### src/rtl/retire_trace_buffer_pkg.sv
// Shared constants and payload types for the retire trace buffer.
//   NOP_INST      : encoding treated as a NOP when filtering is enabled
//   SEQ_W_DEFAULT : default sequence tag width
//   ret_rec_t     : PC + instruction word of one retired instruction
package retire_trace_buffer_pkg;

    localparam logic [31:0]  NOP_INST      = 32'h0000_0000;
    localparam int unsigned  SEQ_W_DEFAULT = 16;
    localparam int unsigned  DROP_W        = 16;
    localparam int unsigned  REC_W         = 64;

    typedef struct packed {
        logic [31:0] pc;
        logic [31:0] inst;
    } ret_rec_t;

endpackage

### src/rtl/trace_fifo_mem.sv
// Storage array for the retire trace FIFO: DEPTH x WIDTH registers,
// synchronous write, asynchronous read, no reset on the contents.
//   CLK     : write clock
//   we      : write enable
//   waddr   : write address
//   wdata   : write data
//   raddr   : read address
//   rdata_c : combinational read data
module trace_fifo_mem #(
    parameter int unsigned DEPTH = 16,
    parameter int unsigned WIDTH = 80
) (
    input  logic                     CLK,
    input  logic                     we,
    input  logic [$clog2(DEPTH)-1:0] waddr,
    input  logic [WIDTH-1:0]         wdata,
    input  logic [$clog2(DEPTH)-1:0] raddr,
    output logic [WIDTH-1:0]         rdata_c
);

    logic [WIDTH-1:0] mem [DEPTH];

    // Write port
    always_ff @(posedge CLK) begin
        if (we) begin
            mem[waddr] <= wdata;
        end
    end

    // Read port
    assign rdata_c = mem[raddr];

endmodule

### src/rtl/retire_trace_buffer.sv
// Retire trace buffer: tags each captured retirement with a sequence number,
// queues it, and presents the head through a registered valid/ready port.
//   CLK, RESET_L          : clock, async active-low reset
//   enable, flush         : capture enable, synchronous FIFO flush
//   ret_valid/pc/inst     : retirement input from writeback
//   out_valid/ready       : head handshake toward the disassembler
//   out_pc/inst/seq       : registered head entry
//   count                 : occupancy 0..DEPTH
//   drop_count, overflow  : lost-capture statistics
module retire_trace_buffer
    import retire_trace_buffer_pkg::*;
#(
    parameter int unsigned DEPTH      = 16,
    parameter int unsigned SEQ_W      = SEQ_W_DEFAULT,
    parameter bit          FILTER_NOP = 1'b0
) (
    input  logic                   CLK,
    input  logic                   RESET_L,
    input  logic                   enable,
    input  logic                   flush,
    input  logic                   ret_valid,
    input  logic [31:0]            ret_pc,
    input  logic [31:0]            ret_inst,
    output logic                   out_valid,
    input  logic                   out_ready,
    output logic [31:0]            out_pc,
    output logic [31:0]            out_inst,
    output logic [SEQ_W-1:0]       out_seq,
    output logic [$clog2(DEPTH):0] count,
    output logic [DROP_W-1:0]      drop_count,
    output logic                   overflow
);

    localparam int unsigned PTR_W = $clog2(DEPTH);
    localparam int unsigned CNT_W = PTR_W + 1;
    localparam int unsigned ENT_W = REC_W + SEQ_W;

    logic [PTR_W-1:0] wr_ptr;
    logic [PTR_W-1:0] rd_ptr;
    logic [SEQ_W-1:0] seq;

    logic             capture_c;
    logic             pop_c;
    logic             push_c;
    logic             drop_c;
    logic [CNT_W-1:0] remain_c;
    logic [PTR_W-1:0] rd_ptr_nxt_c;
    ret_rec_t         wr_rec_c;
    ret_rec_t         rd_rec_c;
    logic [SEQ_W-1:0] rd_seq_c;
    logic [ENT_W-1:0] wdata_c;
    logic [ENT_W-1:0] rdata_c;

    // Capture / push / pop / drop decisions
    always_comb begin
        capture_c     = enable && ret_valid && !(FILTER_NOP && (ret_inst == NOP_INST));
        pop_c         = out_valid && out_ready;
        push_c        = capture_c && !flush && ((count != CNT_W'(DEPTH)) || pop_c);
        drop_c        = capture_c && !flush && !push_c;
        // Entries already resident after this cycle's pop; a same-cycle push
        // is not yet readable, which gives the one-cycle head latency.
        remain_c      = count - CNT_W'(pop_c);
        rd_ptr_nxt_c  = rd_ptr + PTR_W'(pop_c);
        wr_rec_c.pc   = ret_pc;
        wr_rec_c.inst = ret_inst;
        wdata_c       = {wr_rec_c, seq};
        rd_rec_c      = rdata_c[ENT_W-1 -: REC_W];
        rd_seq_c      = rdata_c[SEQ_W-1:0];
    end

    trace_fifo_mem #(
        .DEPTH (DEPTH),
        .WIDTH (ENT_W)
    ) u_mem (
        .CLK     (CLK),
        .we      (push_c),
        .waddr   (wr_ptr),
        .wdata   (wdata_c),
        .raddr   (rd_ptr_nxt_c),
        .rdata_c (rdata_c)
    );

    // Sequence tag and drop statistics; flush does not touch them
    always_ff @(posedge CLK or negedge RESET_L) begin
        if (!RESET_L) begin
            seq        <= '0;
            drop_count <= '0;
            overflow   <= 1'b0;
        end else begin
            if (capture_c) begin
                seq <= seq + SEQ_W'(1);
            end
            if (drop_c) begin
                overflow <= 1'b1;
                if (drop_count != '1) begin
                    drop_count <= drop_count + DROP_W'(1);
                end
            end
        end
    end

    // Pointers, occupancy and registered head
    always_ff @(posedge CLK or negedge RESET_L) begin
        if (!RESET_L) begin
            wr_ptr    <= '0;
            rd_ptr    <= '0;
            count     <= '0;
            out_valid <= 1'b0;
            out_pc    <= '0;
            out_inst  <= '0;
            out_seq   <= '0;
        end else if (flush) begin
            wr_ptr    <= '0;
            rd_ptr    <= '0;
            count     <= '0;
            out_valid <= 1'b0;
        end else begin
            if (push_c) begin
                wr_ptr <= wr_ptr + PTR_W'(1);
            end
            rd_ptr <= rd_ptr_nxt_c;
            count  <= count + CNT_W'(push_c) - CNT_W'(pop_c);
            if (remain_c != '0) begin
                // Hold a stalled head; refill when empty or just popped
                if (!out_valid || pop_c) begin
                    out_valid <= 1'b1;
                    out_pc    <= rd_rec_c.pc;
                    out_inst  <= rd_rec_c.inst;
                    out_seq   <= rd_seq_c;
                end
            end else begin
                out_valid <= 1'b0;
            end
        end
    end

endmodule

### config.mk
export PLATFORM = sky130hd
export DESIGN_NAME = retire_trace_buffer
export DESIGN_NICKNAME = d
export VERILOG_FILES = /design/src/rtl/retire_trace_buffer_pkg.sv /design/src/rtl/trace_fifo_mem.sv /design/src/rtl/retire_trace_buffer.sv
export SDC_FILE = /design/constraint.sdc
export NUM_CORES = 1
export LEC_CHECK = 0
export CAP_MARGIN = 20
export CELL_PAD_IN_SITES_DETAIL_PLACEMENT = 0
export CELL_PAD_IN_SITES_GLOBAL_PLACEMENT = 2
export CORE_AREA = 2 2 361 434
export DETAILED_ROUTE_END_ITERATION = 12
export DIE_AREA = 0 0 363 436
export GPL_ROUTABILITY_DRIVEN = 0
export GPL_TIMING_DRIVEN = 0
export MAX_ROUTING_LAYER = met4
export PLACE_DENSITY = 0.7
export SYNTH_ARGS = -nofsm -noshare
export SYNTH_HDL_FRONTEND = slang
export SYNTH_SLANG_ARGS = --single-unit
export TNS_END_PERCENT = 100
### constraint.sdc
create_clock -name CLK -period 7.07 [get_ports CLK]
set_clock_uncertainty 0.2 [all_clocks]
set_input_delay 1.0605 -clock CLK [delete_from_list [all_inputs] [get_ports CLK]]
set_output_delay 1.0605 -clock CLK [all_outputs]
set_load 0.03 [all_outputs]
# --- Word-level counts from Yosys, hierarchy flattened ---
# Memories as Yosys holds them, arrays and structs flattened. A register that Yosys moved wholly into a read port is not among the register bits.
# Cells that the tools add are included.
classes:
  div: 0
  mux: 9
  n_reduce_logical: 15
  bitwise_logic: 1
  shifts: 0
  n_addsub: 7
  order_cmp: 0
  n_mul: 0
  n_eq_ne: 3
ops:
  columns: ["cell", "n"]
  rows:
  - ["adder 16 x 1 -> 16 bit (second input constant)", 2]
  - ["inequality test 16 bit (second input constant)", 1]
  - ["2-to-1 mux 4 bit", 3]
  - ["subtractor 5 x 1 -> 5 bit", 2]
  - ["adder 5 x 1 -> 5 bit", 1]
  - ["logical AND 1 bit", 5]
  - ["2-to-1 mux 1 bit", 5]
  - ["2-to-1 mux 5 bit", 1]
  - ["inequality test 5 bit (second input constant)", 1]
  - ["nonzero test 5 bit", 1]
  - ["adder 4 x 1 -> 4 bit", 1]
  - ["adder 4 x 1 -> 4 bit (second input constant)", 1]
  - ["logical NOT 1 bit", 4]
  - ["inequality test 3 x 2 -> 1 bit (second input constant)", 1]
  - ["AND reduction 3 bit", 1]
  - ["logical OR 1 bit", 2]
  - ["AND reduction 2 bit", 1]
  - ["nonzero test 2 bit", 1]
  - ["inverter 1 bit", 1]
word_totals:
  reg_bits: 47
  mem_bits_ro: 0
  out_inout_bits: 103
  mem_bits_rw: 1280
  word_cells: 43
  latchBits: 0
  input_bits: 70
  mem_count: 1
mem_list:
  columns: ["name", "words", "width", "read_ports", "rd_clocked_by_memory_dff", "write_ports", "line", "rtl"]
  rows:
  - ["u_mem.mem", 16, 80, 1, 1, 1, "trace_fifo_mem.sv:21", "logic [WIDTH-1:0] mem [DEPTH];"]

# --- Logic depth before layout (Yosys ltp) ---
# Gate-level depths: netlist (run 1).
depth:
  ltp_word: 6
  depth_mapped: 13
  depth_no_buf: 13

# --- By module ---
# From an unflattened synthesis (run 1), not the netlist that was laid out.
hier_totals:
  hier_cells: 2363
  hier_area_um2: 53268.6
by_module_without_submodules:
  columns: ["mod", "instances", "area_each_um2", "cells_each", "seq_area_each_um2"]
  rows:
  - ["trace_fifo_mem", 1, 47820.9, 1974, 38436.9]
  - ["retire_trace_buffer", 1, 5447.7, 389, 3178.0]

# --- Least setup slack after synthesis (run 1) ---
# Ideal clock, no wire load.
synth_path:
  path_type: "input-to-reg"
  from: "input enable"
  to: "memory u_mem.mem[4][0] (enable)"
  setup_ps: 447
  arrival_time_ps: 3906
  stages: 6
  path_buffers: 1
  path_slack_ps: 2517
  required_ps: 6423
  path_cell_list: "and2_1 > clkbuf_1 > o21a_1 > nand2b_1 > nor3b_1 > and2_1"
synth_via:
  elab_chain_len: 5
synth_rtl:
  columns: ["item", "line", "rtl"]
  rows:
  - ["start: declaration", "retire_trace_buffer.sv:19", "input logic enable,"]
  - ["logical AND 1 bit", "retire_trace_buffer.sv:56", "capture_c = enable && ret_valid && !(FILTER_NOP && (ret_inst == NOP_INST));"]
  - ["logical AND 1 bit (2 in a row)", "retire_trace_buffer.sv:58", "push_c = capture_c && !flush && ((count != CNT_W'(DEPTH)) || pop_c);"]
  - ["2-to-1 mux 1 bit", "trace_fifo_mem.sv:25", "if (we) begin"]
  - ["2-to-1 mux 1 bit (implied by the code)", "trace_fifo_mem.sv:26", "mem[waddr] <= wdata;"]
  - ["end: declaration", "trace_fifo_mem.sv:21", null]
# No other way between the ends.

# --- Worst setup path in the final report (run 1) ---
layout_path:
  from: "input out_ready"
  to: "register out_pc[8]"
layout_via:
  elab_chain_len: 4
  elab_cells_between_ends: 6
  cone_classes: "2 x add/sub; 4 x reduce/logical"
layout_rtl:
  columns: ["item", "line", "rtl"]
  rows:
  - ["start: declaration", "retire_trace_buffer.sv:25", "input logic out_ready,"]
  - ["logical AND 1 bit *", "retire_trace_buffer.sv:57", "pop_c = out_valid && out_ready;"]
  - ["subtractor 5 x 1 -> 5 bit", "retire_trace_buffer.sv:62", "remain_c = count - CNT_W'(pop_c);"]
  - ["nonzero test 5 bit", "retire_trace_buffer.sv:123", "if (remain_c != '0) begin"]
  - ["AND reduction 3 bit (no line)", null, null]
  - ["end signal: assignment", "retire_trace_buffer.sv:127", "out_pc <= rd_rec_c.pc;"]
  - ["end: declaration", "retire_trace_buffer.sv:26", "output logic [31:0] out_pc,"]
# Every way passes the cells marked *; elsewhere a longest branch is shown, timed or not.
# A chain may end at the register's enable or synchronous reset.

==> results of run 1 <==
==> cell families after synthesis <==
family	Yosys count
AND/OR/NAND/NOR	114
AO/OA/AOI/OAI	175
multiplexers	401
flip-flops	1407
XOR/XNOR	37
adder cells (fa/ha/maj)	18
buffers and inverters	290
==> layout make-up <==
type / count / area share [%]
sequential: 1407 / 65.70
multi-input combinational: 745 / 17.04
clock buffer: 193 / 6.268
tap: 2000 / 3.951
timing repair buffer: 199 / 3.781
clock inverter: 66 / 1.185
inverter: 174 / 1.031
buffer: 116 / 0.9896
antenna: 14 / 0.05531
==> state kept, by name, summed over array words and instances (netlist names) <==
signal	count
overflow	1
drop_count	16
out_pc	32
wr_ptr	4
out_seq	16
u_mem.mem	1280
out_inst	32
rd_ptr	4
out_valid	1
seq	16
count	5
==> report_power, final <==
part / leakage [nW] / internal, mW / switching [mW]
clock: 2.31 / 4.49 / 3.09
combinational: 4.83 / 2.08 / 2.29
sequential: 13.2 / 9.43 / 0.294
total: 20.4 / 16.0 / 5.67
==> synth_stat cells, drive strengths merged (3+ instances only) <==
master | number | area [um^2]
or3 | 3 | 18.77
xnor2 | 25 | 219.0
mux4 | 320 | 7207
and3 | 10 | 62.56
buf | 63 | 427.9
and2 | 15 | 93.84
a221o | 80 | 800.8
nor2b | 5 | 31.28
nand3 | 15 | 75.07
clkinv | 80 | 300.3
nand2b | 4 | 25.02
xor2 | 12 | 105.1
clkbuf | 53 | 198.9
a21oi | 5 | 25.02
nor3 | 5 | 35.03
o21ai | 3 | 15.01
inv | 94 | 352.8
dfrtp | 127 | 3178
nand2 | 15 | 56.30
ha | 17 | 212.7
o22ai | 81 | 506.7
edfxtp | 1280 | 38440
nor2 | 21 | 78.83
mux2 | 81 | 912.1
nand4 | 11 | 68.82
==> per-layer routing <==
layer,global-route usage (%),wire length (um)
met1,22.17,54680
met2,28.26,66960
met3,3.589,9150
met4,4.966,2862
met5,-,0
==> metrics by stage <==
step | util (%) | setup TNS [ns] | power, mW | cell area (um^2)
6_report | 41.13 | 0 | 21.67 | 63340
5_1_grt | 41.13 | 0 | 22.49 | 63340
4_1_cts | 41.11 | 0 | 21.94 | 63310
3_5_place_dp | 38.04 | 0 | 14.36 | 58590
3_3_place_gp | 37.56 | -1257.18 | 14.29 | 57840
2_1_floorplan | - | 0 | 12.72 | 53620
==> path summary, 6_finish.rpt <==
kind	start	end	slack [ns]	depth (start not counted)
min in group CLK	overflow	overflow	0.27	1
worst max-delay path	out_ready	out_pc[8]	2.21	12
worst min-delay path	RESET_L	out_inst[25]	0.05	1
max in group asynchronous	RESET_L	out_seq[10]	5.76	2
worst max register to register	out_valid	out_pc[8]	2.55	11
worst min register to register	overflow	overflow	0.27	1
==> critical path, delay by kind of cell <==
| family | cells | cell delay (ns) |
|---|---|---|
| and+or+nand+nor | 1 | 0.26 |
| muxes | 2 | 0.69 |
| AOI/OAI and AO/OA | 2 | 0.47 |
| adders and majority gates | 2 | 0.56 |
| buffers and inverters | 5 | 2.25 |
==> PnR_summary.wiki, run 1 <==
{| class="wikitable"
! Metric !! Value
|-
| Run status || complete, no violations
|-
| Number of buffers inserted by port buffering || ~170
|-
| Source-to-sink clock delay at the later pin of the worst-skew pair || ~0.77 ns
|-
| Number of distinct library cells after synthesis || 47
|-
| Post-cts sizing count || 0
|-
| Number of detailed-routing iterations run before antenna repair || 7
|-
| Clock buffers created by TritonCTS || ~140
|-
| Most frequent cells in the layout || 1280 x sky130_fd_sc_hd__edfxtp_1, 320 x sky130_fd_sc_hd__mux4_2, 170 x sky130_fd_sc_hd__clkdlybuf4s50_1
|-
| Placement Rows || ~160
|-
| Final hold slack || between 0.04 and 0.05 ns
|-
| Post-layout net count || 2872
|-
| Aggregate global routing overflow || 0
|-
| HPWL Detailed || a little under 80000 um
|-
| # H-tree levels || 4
|-
| Synthesized-area fraction occupied by adder cells || less than 1%
|-
| Max stage delay cell, worst path || sky130_fd_sc_hd__clkbuf_1
|-
| RSZ-0062 raised after global routing || no
|-
| Number of endpoints failing setup at the final stage || 0
|-
| DRC violation total after the first TritonRoute iteration || approximately 2200
|-
| Die W || roughly 360 um
|-
| Share of synthesized area occupied by flip-flops and latches || a little under 80%
|-
| Antenna Violating Nets Remaining || 0
|-
| Total clock sinks || 1407
|-
| Crit path time final || ~5 ns
|-
| Final Hold Vio Count || 0
|-
| Worst slack at placement || about 1.4 ns
|-
| Data required, critical path || between 7 and 8 ns
|-
| Arr. time, crit path || 5.29 ns
|-
| Pwr per Cell Area || 342.0 nW/um^2
|-
| Most common library cell in the layout ignoring fill and taps || sky130_fd_sc_hd__edfxtp_1
|-
| Wire length after detailed routing || 133700 um
|-
| Startpoint type of the worst setup path || primary input
|-
| Multi-input gate area in the final layout || around 11000 um^2
|-
| Portion of netlist area occupied by mux cells || between 15 and 20%
|-
| Footprint of the flip-flops and latches || about 42000 um^2
|-
| Total standard cell area after synthesis || 53620 um^2
|-
| Min-delay worst type || in -> async
|-
| Die area || approximately 160000 um^2
|-
| Register bit total from synthesis || between 1000 and 1500
|-
| Maxcap violations || 0
|-
| Leading register cell type out of synthesis || sky130_fd_sc_hd__edfxtp_1
|-
| Static power due to leakage || 20.36 nW
|-
| Syn Nets || 2530
|-
| Vias in the first global route || 27026
|-
| Worst vdd ir || between 0.0002 and 0.00025 V
|-
| Simple-gate portion of the synthesized area || about 1.2%
|-
| First-pass GRT wire length || 190800 um
|-
| Non-filler instance count after layout || slightly below 5000
|-
| Post-CTS Setup Repair Bufs || 0
|-
| Standard cell core area || 154000 um^2
|-
| Total routing usage reported by global routing || between 15 and 20%
|-
| Classification of the worst setup path || in -> reg
|-
| Post-synthesis instance total || approximately 2400
|-
| Combinational family with the most area after synthesis || multiplexers
|-
| Worst-path cell chain || clkdlybuf4s50_1 -> and2_1 -> ha_1 -> ha_1 -> buf_2 -> clkbuf_1 -> clkbuf_1 -> mux4_2 -> inv_1 -> o22ai_1 -> a221o_1 -> mux2_2
|-
| Total instance count after detailed placement || 4641
|-
| Y dimension of the die || between 400 and 500 um
|-
| Max Slew Vio Count || 0
|-
| Synth Area in Compound Gates || under 10%
|-
| Final routed DRC violation total || 0
|-
| Yosys warnings || 0
|-
| P&R area growth vs syn || 18.13%
|-
| Xor and xnor area share after synthesis || 0.6043%
|-
| Largest net degree at the start of global routing || 84
|-
| Share of cells above drive strength 1 || 25.72%
|-
| Fraction of registers with async set or reset after synthesis || under 10%
|-
| Avg Vias per Cell || slightly above 5
|-
| Ratio of final minimum period to clock period || slightly below 70%
|-
| Tightest Pin Transition || about 1.2 ns
|-
| CTS Hold Buffers Added || 0
|-
| Maximum achievable frequency || roughly 210 MHz
|-
| Wire length per cell after detailed routing || between 20 and 30 um
|-
| Per-instance average area after synthesis || between 20 and 25 um^2
|-
| Initial antenna violation count || 19
|-
| Clock tree from TritonCTS || built
|-
| Largest buffer count on any clock path || 3
|-
| Initial core utilization || 34.82%
|-
| Count of fill cells added during filler insertion || approximately 13000
|-
| Endpoint type of the worst setup path || register
|-
| Root Driver || sky130_fd_sc_hd__clkbuf_16
|-
| Tightest slew margin relative to the limit || a little over a fifth
|-
| Critical-path maximum fanout || 10
|-
| I/O pins || about 170
|-
| Total vias in the final route || between 20000 and 30000
|-
| Slowest cell delay on critical path || approximately 0.8 ns
|-
| Count of flip-flops with a built-in enable after synthesis || 1280
|-
| Worst path setup slack after routing || roughly 2.2 ns
|-
| Clock transition at path regs || 0.06 ns
|}
Power figures use the tool's default switching activity.
==> run 2: changes to the inputs <==
--- a/config.mk
+++ b/config.mk
@@ -14,7 +14,7 @@
 export GPL_ROUTABILITY_DRIVEN = 0
 export GPL_TIMING_DRIVEN = 0
 export MAX_ROUTING_LAYER = met4
-export PLACE_DENSITY = 0.7
+export PLACE_DENSITY = 0.72
 export SYNTH_ARGS = -nofsm -noshare
 export SYNTH_HDL_FRONTEND = slang
 export SYNTH_SLANG_ARGS = --single-unit
==> constraint.sdc (replaced) <==
create_clock -name CLK -period 4.1 [get_ports CLK]
set_clock_uncertainty 0.2 [all_clocks]
set_input_delay 0.615 -clock CLK [delete_from_list [all_inputs] [get_ports CLK]]
set_output_delay 0.615 -clock CLK [all_outputs]
set_load 0.03 [all_outputs]
==> run 2 against run 1 <==
Effect of this change:
- routed wire length decreased by 1.5%
- design area is 0.20% higher
- combinational power up 74%
==> PnR_summary.wiki, run 2 (synthesis gave the netlist of run 1 again) <==
{| class="wikitable"
! Metric !! Value
|-
| Final routed DRC violation total || 0 (unchanged)
|-
| Registers with the highest flip-flop counts || u_mem.mem (1280), out_inst (32), out_pc (32)
|-
| Count of cells along the worst hold path || 2
|-
| Critical-path maximum fanout || 10 (unchanged)
|-
| Sum of negative setup slack || 0 ns (unchanged)
|-
| Worst hold path endpoint || rd_ptr[0]
|-
| Clock transition at path regs || 0.06 ns (about the same)
|-
| Avg Vias per Cell || 5.186 (-0.18%)
|-
| First-pass GRT wire length || 189500 um (-0.69%)
|-
| Max Slew Vio Count || 0 (unchanged)
|-
| RSZ-0062 raised after global routing || yes
|-
| Number of detailed-routing iterations run before antenna repair || 5 (-2)
|-
| Number of endpoints failing setup at the final stage || 0 (unchanged)
|-
| Total routing usage reported by global routing || 17.22% (-0.19 points)
|-
| HPWL Detailed || 78410 um (-1.1%)
|-
| Largest net degree at the start of global routing || 82 (-2.4%)
|-
| Tightest slew margin relative to the limit || 32.79% (+11 points)
|-
| Tightest Pin Transition || 1.008 ns (-0.1713 ns)
|-
| Y dimension of the die || 436 um (unchanged)
|-
| Die W || 363 um (unchanged)
|-
| Vias in the first global route || 26774 (-0.93%)
|-
| Die area || 158300 um^2 (unchanged)
|-
| Post-layout net count || 2882 (+0.35%)
|-
| Static power due to leakage || 20.44 nW (+0.42%)
|-
| DRC violation total after the first TritonRoute iteration || 2629 (+18%)
|-
| Share of cells above drive strength 1 || 26.45% (+0.73 points)
|-
| Total instance count after detailed placement || 4646 (+0.11%)
|-
| Min-delay worst type || in -> reg
|-
| Initial antenna violation count || 14 (-5)
|-
| Number of buffers inserted by port buffering || 171 (unchanged)
|-
| Max stage delay cell, worst path || sky130_fd_sc_hd__buf_1
|-
| Antenna Violating Nets Remaining || 0 (unchanged)
|-
| Clock buffers created by TritonCTS || 145 (+2.8%)
|-
| Worst-path cell chain || and2_1 -> ha_1 -> ha_1 -> buf_2 -> clkbuf_2 -> buf_1 -> mux4_2 -> a221o_1 -> mux2_2
|-
| Total vias in the final route || 25546 (+0.063%)
|-
| Count of fill cells added during filler insertion || 13370 (+0.66%)
|-
| Initial core utilization || 34.82% (unchanged)
|-
| Final Hold Vio Count || 0 (unchanged)
|-
| Worst vdd ir || 0.0004265 V (+79%)
|-
| Setup slack of the most critical reg-to-reg path || 0.11 ns (-2.44 ns)
|-
| Placement Rows || 158 (unchanged)
|-
| Wire length per cell after detailed routing || 26.72 um (-1.8%)
|-
| Most frequent cell on the critical path || sky130_fd_sc_hd__ha_1
|-
| Startpoint type of the worst setup path || register
|-
| # H-tree levels || 4 (unchanged)
|-
| Most frequent cells in the layout || 1280 x sky130_fd_sc_hd__edfxtp_1, 320 x sky130_fd_sc_hd__mux4_2, 170 x sky130_fd_sc_hd__clkdlybuf4s50_1
|-
| Register ranked first by flip-flop count || u_mem.mem
|-
| Classification of the worst setup path || reg -> reg
|-
| Length in cells of the worst reg-to-reg path || 9 (-2)
|-
| Non-filler instance count after layout || 4926 (+0.24%)
|-
| Final cell utilization of the core || 41.21% (+0.081 points)
|-
| Aggregate global routing overflow || 0 (unchanged)
|-
| Root Driver || sky130_fd_sc_hd__clkbuf_16
|-
| Arr. time, crit path || 4.44 ns (-0.85 ns)
|-
| Endpoint type of the worst setup path || register
|-
| Most common library cell in the layout ignoring fill and taps || sky130_fd_sc_hd__edfxtp_1
|-
| Wire length after detailed routing || 131600 um (-1.5%)
|-
| Startpoint of the worst hold path || flush
|-
| P&R area growth vs syn || 18.36%
|-
| Slowest cell delay on critical path || 0.69 ns (-0.13 ns)
|-
| Maxcap violations || 0 (unchanged)
|-
| Source-to-sink clock delay at the later pin of the worst-skew pair || 0.77 ns (about the same)
|-
| Data required, critical path || 4.55 ns (-2.95 ns)
|-
| Clock tree from TritonCTS || built
|-
| Flip-flop count of the largest register after layout || 1280 (unchanged)
|-
| Total clock sinks || 1407 (unchanged)
|-
| Pwr per Cell Area || 588.0 nW/um^2 (+72%)
|-
| Source of the worst register-to-register timing path || out_valid
|-
| Crit path time final || roughly 4 ns
|-
| Standard cell core area || 154000 um^2 (unchanged)
|-
| Ratio of final minimum period to clock period || 97.37%
|-
| I/O pins || 173 (unchanged)
|-
| Largest buffer count on any clock path || 3 (unchanged)
|-
| Maximum achievable frequency || ~250 MHz
|-
| Worst reg2reg path endpoint || out_seq[12]
|-
| Run status || complete, no violations
|}
==> run 2: per-stage QoR <==
| step | hold slack [ns] | setup WS (ns) | instance area, um^2 | power, mW |
|---|---|---|---|---|
| global route | 0.1507 | -0.05506 | 63460 | 38.79 |
| CTS | 0.09581 | 0.00008571 | 63420 | 37.79 |
| detailed placement | 0.2660 | -1.179 | 58700 | 24.81 |
| finish | 0.1396 | 0.1080 | 63470 | 37.32 |
| global placement | 0.2691 | -4.820 | 57850 | 24.71 |
| floorplan | 0.1194 | 0.05804 | 53640 | 21.93 |
==> run 2: critical path, delay by kind of cell, from the launching register on <==
kind                     cells  cell delay (ns)
multiplexers                 2             0.70
adder cells (fa/ha/maj)      2             0.56
flip-flops                   1             0.38
AND/OR/NAND/NOR              1             0.28
buffers and inverters        3             1.31
AO/OA/AOI/OAI                1             0.44
==> run 2: per-layer routing <==
layer  routed length (um)  GRT usage, %
met5                    0             -
met4                 2832         4.691
met3                 9423         4.143
met2                64600         27.43
met1                54760         22.09
==> run 2: worst max path at each step <==
| stage | slack (ns) | depth (start not counted) | end | from |
|---|---|---|---|---|
| final | 0.11 | 9 | out_seq[12] | out_valid |
| after global routing | -0.06 | 9 | out_seq[12] | out_valid |
| after CTS | 0.00009 | 11 | out_seq[9] | out_valid |
| after detailed placement | -1.18 | 10 | out_pc[29] | out_ready |
| after global placement | -4.82 | 1 | out_inst[4] | RESET_L |
| after floorplan | 0.06 | 6 | u_mem.mem[12][0] | count[2] |
==> run 2: what timing repair did <==
action,in CTS,in global routing
resized for setup,15,32
pin swaps,0,0
setup buffers,0,0
hold endpoints to repair,46,0
setup endpoints to repair,80,55
hold buffers,1,0
==> run 2: power breakdown <==
| part | total, mW | leakage, nW | switching (mW) | internal [mW] |
|---|---|---|---|---|
| Clock | 13.0 | 2.29 | 5.44 | 7.54 |
| Sequential | 16.8 | 13.2 | 0.511 | 16.3 |
| Combinational | 7.57 | 4.97 | 3.97 | 3.59 |
==> run 2: area by class of cell <==
cell class | instances | area, um^2 | share of cell area (%)
Multi-Input combinational cell | 745 | 10790 | 17.01
Inverter | 174 | 653.1 | 1.029
Tap cell | 2000 | 2502 | 3.943
Timing Repair Buffer | 205 | 2520 | 3.970
Sequential cell | 1407 | 41610 | 65.57
Clock inverter | 73 | 661.9 | 1.043
Buffer | 116 | 673.1 | 1.061
Clock buffer | 195 | 4020 | 6.334
Antenna cell | 11 | 27.53 | 0.04337
==> run 3: changes to the inputs <==
--- a/config.mk
+++ b/config.mk
@@ -18,4 +18,4 @@
 export SYNTH_ARGS = -nofsm -noshare
 export SYNTH_HDL_FRONTEND = slang
 export SYNTH_SLANG_ARGS = --single-unit
-export TNS_END_PERCENT = 100
+export TNS_END_PERCENT = 1
==> run 3 against run 2 <==
Effect of this change:
- design area decreased by 0.26%
- sequential power about the same
- setup slack got worse by 0.093 ns
- utilization decreased by 0.11 points
- critical endpoint is now out_pc[0]
==> PnR_summary.wiki, run 3 (synthesis gave the netlist of run 1 again) <==
{| class="wikitable"
! Metric !! Value
|-
| Count of fill cells added during filler insertion || 13349 (-0.16%)
|-
| Clock transition at path regs || 0.06 ns (about the same)
|-
| Fraction of power consumed by sequential logic || 45.2% (+0.2 points)
|-
| Final routed DRC violation total || 0 (unchanged)
|-
| Final cell utilization of the core || 41.11% (-0.11 points)
|-
| First-pass GRT wire length || 186900 um (-1.4%)
|-
| Initial core utilization || 34.82% (unchanged)
|-
| Worst vdd ir || 0.0004881 V (+14%)
|-
| Share of cells above drive strength 1 || 26.62% (+0.17 points)
|-
| Static power due to leakage || 20.38 nW (-0.32%)
|-
| DRC violation total after the first TritonRoute iteration || 2345 (-11%)
|-
| # H-tree levels || 4 (unchanged)
|-
| Run status || complete, no violations
|-
| Antenna Violating Nets Remaining || 0 (unchanged)
|-
| P&R area growth vs syn || 18.05%
|-
| Post-CTS Setup Repair Bufs || 0 (unchanged)
|-
| Number of buffers inserted by port buffering || 171 (unchanged)
|-
| Registers with the highest flip-flop counts || u_mem.mem (1280), out_inst (32), out_pc (32)
|-
| Largest buffer count on any clock path || 3 (unchanged)
|-
| Y dimension of the die || 436 um (unchanged)
|-
| Final Hold Vio Count || 0 (unchanged)
|-
| Placement Rows || 158 (unchanged)
|-
| Startpoint type of the worst setup path || register
|-
| Number of endpoints failing setup at the final stage || 0 (unchanged)
|-
| Clock share of power || 34.5% (-0.3 points)
|-
| Clock buffers created by TritonCTS || 141 (-2.8%)
|-
| Most common library cell in the layout ignoring fill and taps || sky130_fd_sc_hd__edfxtp_1
|-
| Crit path time final || 4.085 ns (+0.09349 ns)
|-
| Maxcap violations || 0 (unchanged)
|-
| Initial antenna violation count || 17 (+3)
|-
| Source-to-sink clock delay at the later pin of the worst-skew pair || 0.78 ns (about the same)
|-
| Arr. time, crit path || 4.53 ns (+0.09 ns)
|-
| Root Driver || sky130_fd_sc_hd__clkbuf_16
|-
| Number of detailed-routing iterations run before antenna repair || 5 (unchanged)
|-
| Tightest Pin Transition || 0.9947 ns (-0.01348 ns)
|-
| Die W || 363 um (unchanged)
|-
| Share of total power consumed by net switching || 26.80% (+0.22 points)
|-
| Aggregate global routing overflow || 0 (unchanged)
|-
| Total routing usage reported by global routing || 17.03% (-0.20 points)
|-
| Min-delay worst type || in -> reg
|-
| Ratio of final minimum period to clock period || 99.65% (+2.3 points)
|-
| Data required, critical path || 4.55 ns (about the same)
|-
| Endpoint type of the worst setup path || register
|-
| Die area || 158300 um^2 (unchanged)
|-
| Logic pwr share || 20.3% (about the same)
|-
| Maximum achievable frequency || 244.8 MHz (-2.3%)
|-
| Post-layout net count || 2874 (-0.28%)
|-
| Vias in the first global route || 26214 (-2.1%)
|-
| Avg Vias per Cell || 5.177 (-0.18%)
|-
| Clock tree from TritonCTS || built
|-
| Largest net degree at the start of global routing || 69 (-16%)
|-
| Pwr per Cell Area || 586.1 nW/um^2 (-0.33%)
|-
| Register ranked first by flip-flop count || u_mem.mem
|-
| Critical-path maximum fanout || 10 (unchanged)
|-
| Tightest slew margin relative to the limit || 33.69% (+0.90 points)
|-
| Most frequent cells in the layout || 1280 x sky130_fd_sc_hd__edfxtp_1, 320 x sky130_fd_sc_hd__mux4_2, 170 x sky130_fd_sc_hd__clkdlybuf4s50_1
|-
| I/O pins || 173 (unchanged)
|-
| Pint || 27.16 mW (-0.88%)
|-
| Flip-flop count of the largest register after layout || 1280 (unchanged)
|-
| RSZ-0062 raised after global routing || yes
|-
| Max Slew Vio Count || 0 (unchanged)
|-
| Standard cell core area || 154000 um^2 (unchanged)
|-
| HPWL Detailed || 75920 um (-3.2%)
|-
| Total vias in the final route || 25413 (-0.52%)
|-
| Net switching power figure || 9.941 mW (+0.24%)
|-
| Total clock sinks || 1407 (unchanged)
|-
| Wire length per cell after detailed routing || 26.56 um (-0.59%)
|-
| Wire length after detailed routing || 130400 um (-0.94%)
|-
| Classification of the worst setup path || reg -> reg
|-
| Sum of negative setup slack || 0 ns (unchanged)
|}
[run 3: final cells by class]
cell class / instances / area, um^2 / share of cell area (%)
flip-flops and latches: 1407 / 41610 / 65.74
inverters: 174 / 653.1 / 1.032
well taps: 2000 / 2502 / 3.953
clock buffers: 179 / 3834 / 6.056
repair buffers: 201 / 2445 / 3.862
multi-input cells: 745 / 10810 / 17.07
clock inverters: 78 / 759.5 / 1.200
plain buffers: 116 / 666.9 / 1.053
diodes: 9 / 22.52 / 0.03558
[run 3: routing by layer]
metal  part of all wire, %  GRT usage (%)
met5                     0              -
met3                   7.1          3.962
met2                    49          26.85
met4                   1.8          3.962
met1                    43          22.46
[run 3: per-stage QoR]
step	instance area, um^2	setup WS [ns]	cells	power (mW)	hold WS [ns]
CTS	63270	0.003366	4900	37.59	0.07740
floorplan	53620	-0.1237	2442	21.94	0.1194
global placement	57840	-4.866	4613	24.70	0.2507
global route	63300	-0.08142	4906	38.53	0.1104
finish	63300	0.01450	4909	37.10	0.1333
detailed placement	58630	-1.279	4642	24.78	0.2581
[run 3: power by group through the flow]
| stage | clock network, mW | logic [mW] | registers, mW |
|---|---|---|---|
| after floorplan | 0 | 4.19 | 17.7 |
| after global placement | 0 | 7.65 | 17.1 |
| after CTS | 13.1 | 7.74 | 16.8 |
| after detailed placement | 0 | 7.73 | 17.1 |
| after global routing | 13.6 | 8.09 | 16.8 |
| final | 12.8 | 7.54 | 16.8 |
[run 3: final timing paths]
check,from,cells after the start,slack (ns),endpoint
min in group asynchronous,RESET_L,2,0.27,out_pc[22]
setup / recovery,out_valid,11,0.01,out_pc[0]
setup reg to reg,out_valid,11,0.01,out_pc[0]
max in group asynchronous,RESET_L,3,2.56,out_pc[29]
hold / removal,flush,2,0.13,rd_ptr[0]
hold reg to reg,overflow,1,0.27,overflow
[run 3: worst max-delay path: stages, from the launching register on]
cell,delay (ns)
sky130_fd_sc_hd__dfrtp_1,0.40
sky130_fd_sc_hd__and2_1,0.27
sky130_fd_sc_hd__ha_1,0.28
sky130_fd_sc_hd__ha_1,0.28
sky130_fd_sc_hd__buf_2,0.18
sky130_fd_sc_hd__buf_2,0.37
sky130_fd_sc_hd__buf_1,0.72
sky130_fd_sc_hd__mux4_2,0.42
sky130_fd_sc_hd__clkinv_1,0.06
sky130_fd_sc_hd__o22ai_1,0.08
sky130_fd_sc_hd__a221o_1,0.39
sky130_fd_sc_hd__mux2_2,0.29
[run 3: timing repair]
| action | in CTS | in global routing |
|---|---|---|
| endpoints found under the hold margin | 67 | 0 |
| endpoints found under the setup margin | 80 | 25 |
| hold buffers | 1 | 0 |
| cloned | 0 | 0 |
| resized for setup | 21 | 9 |
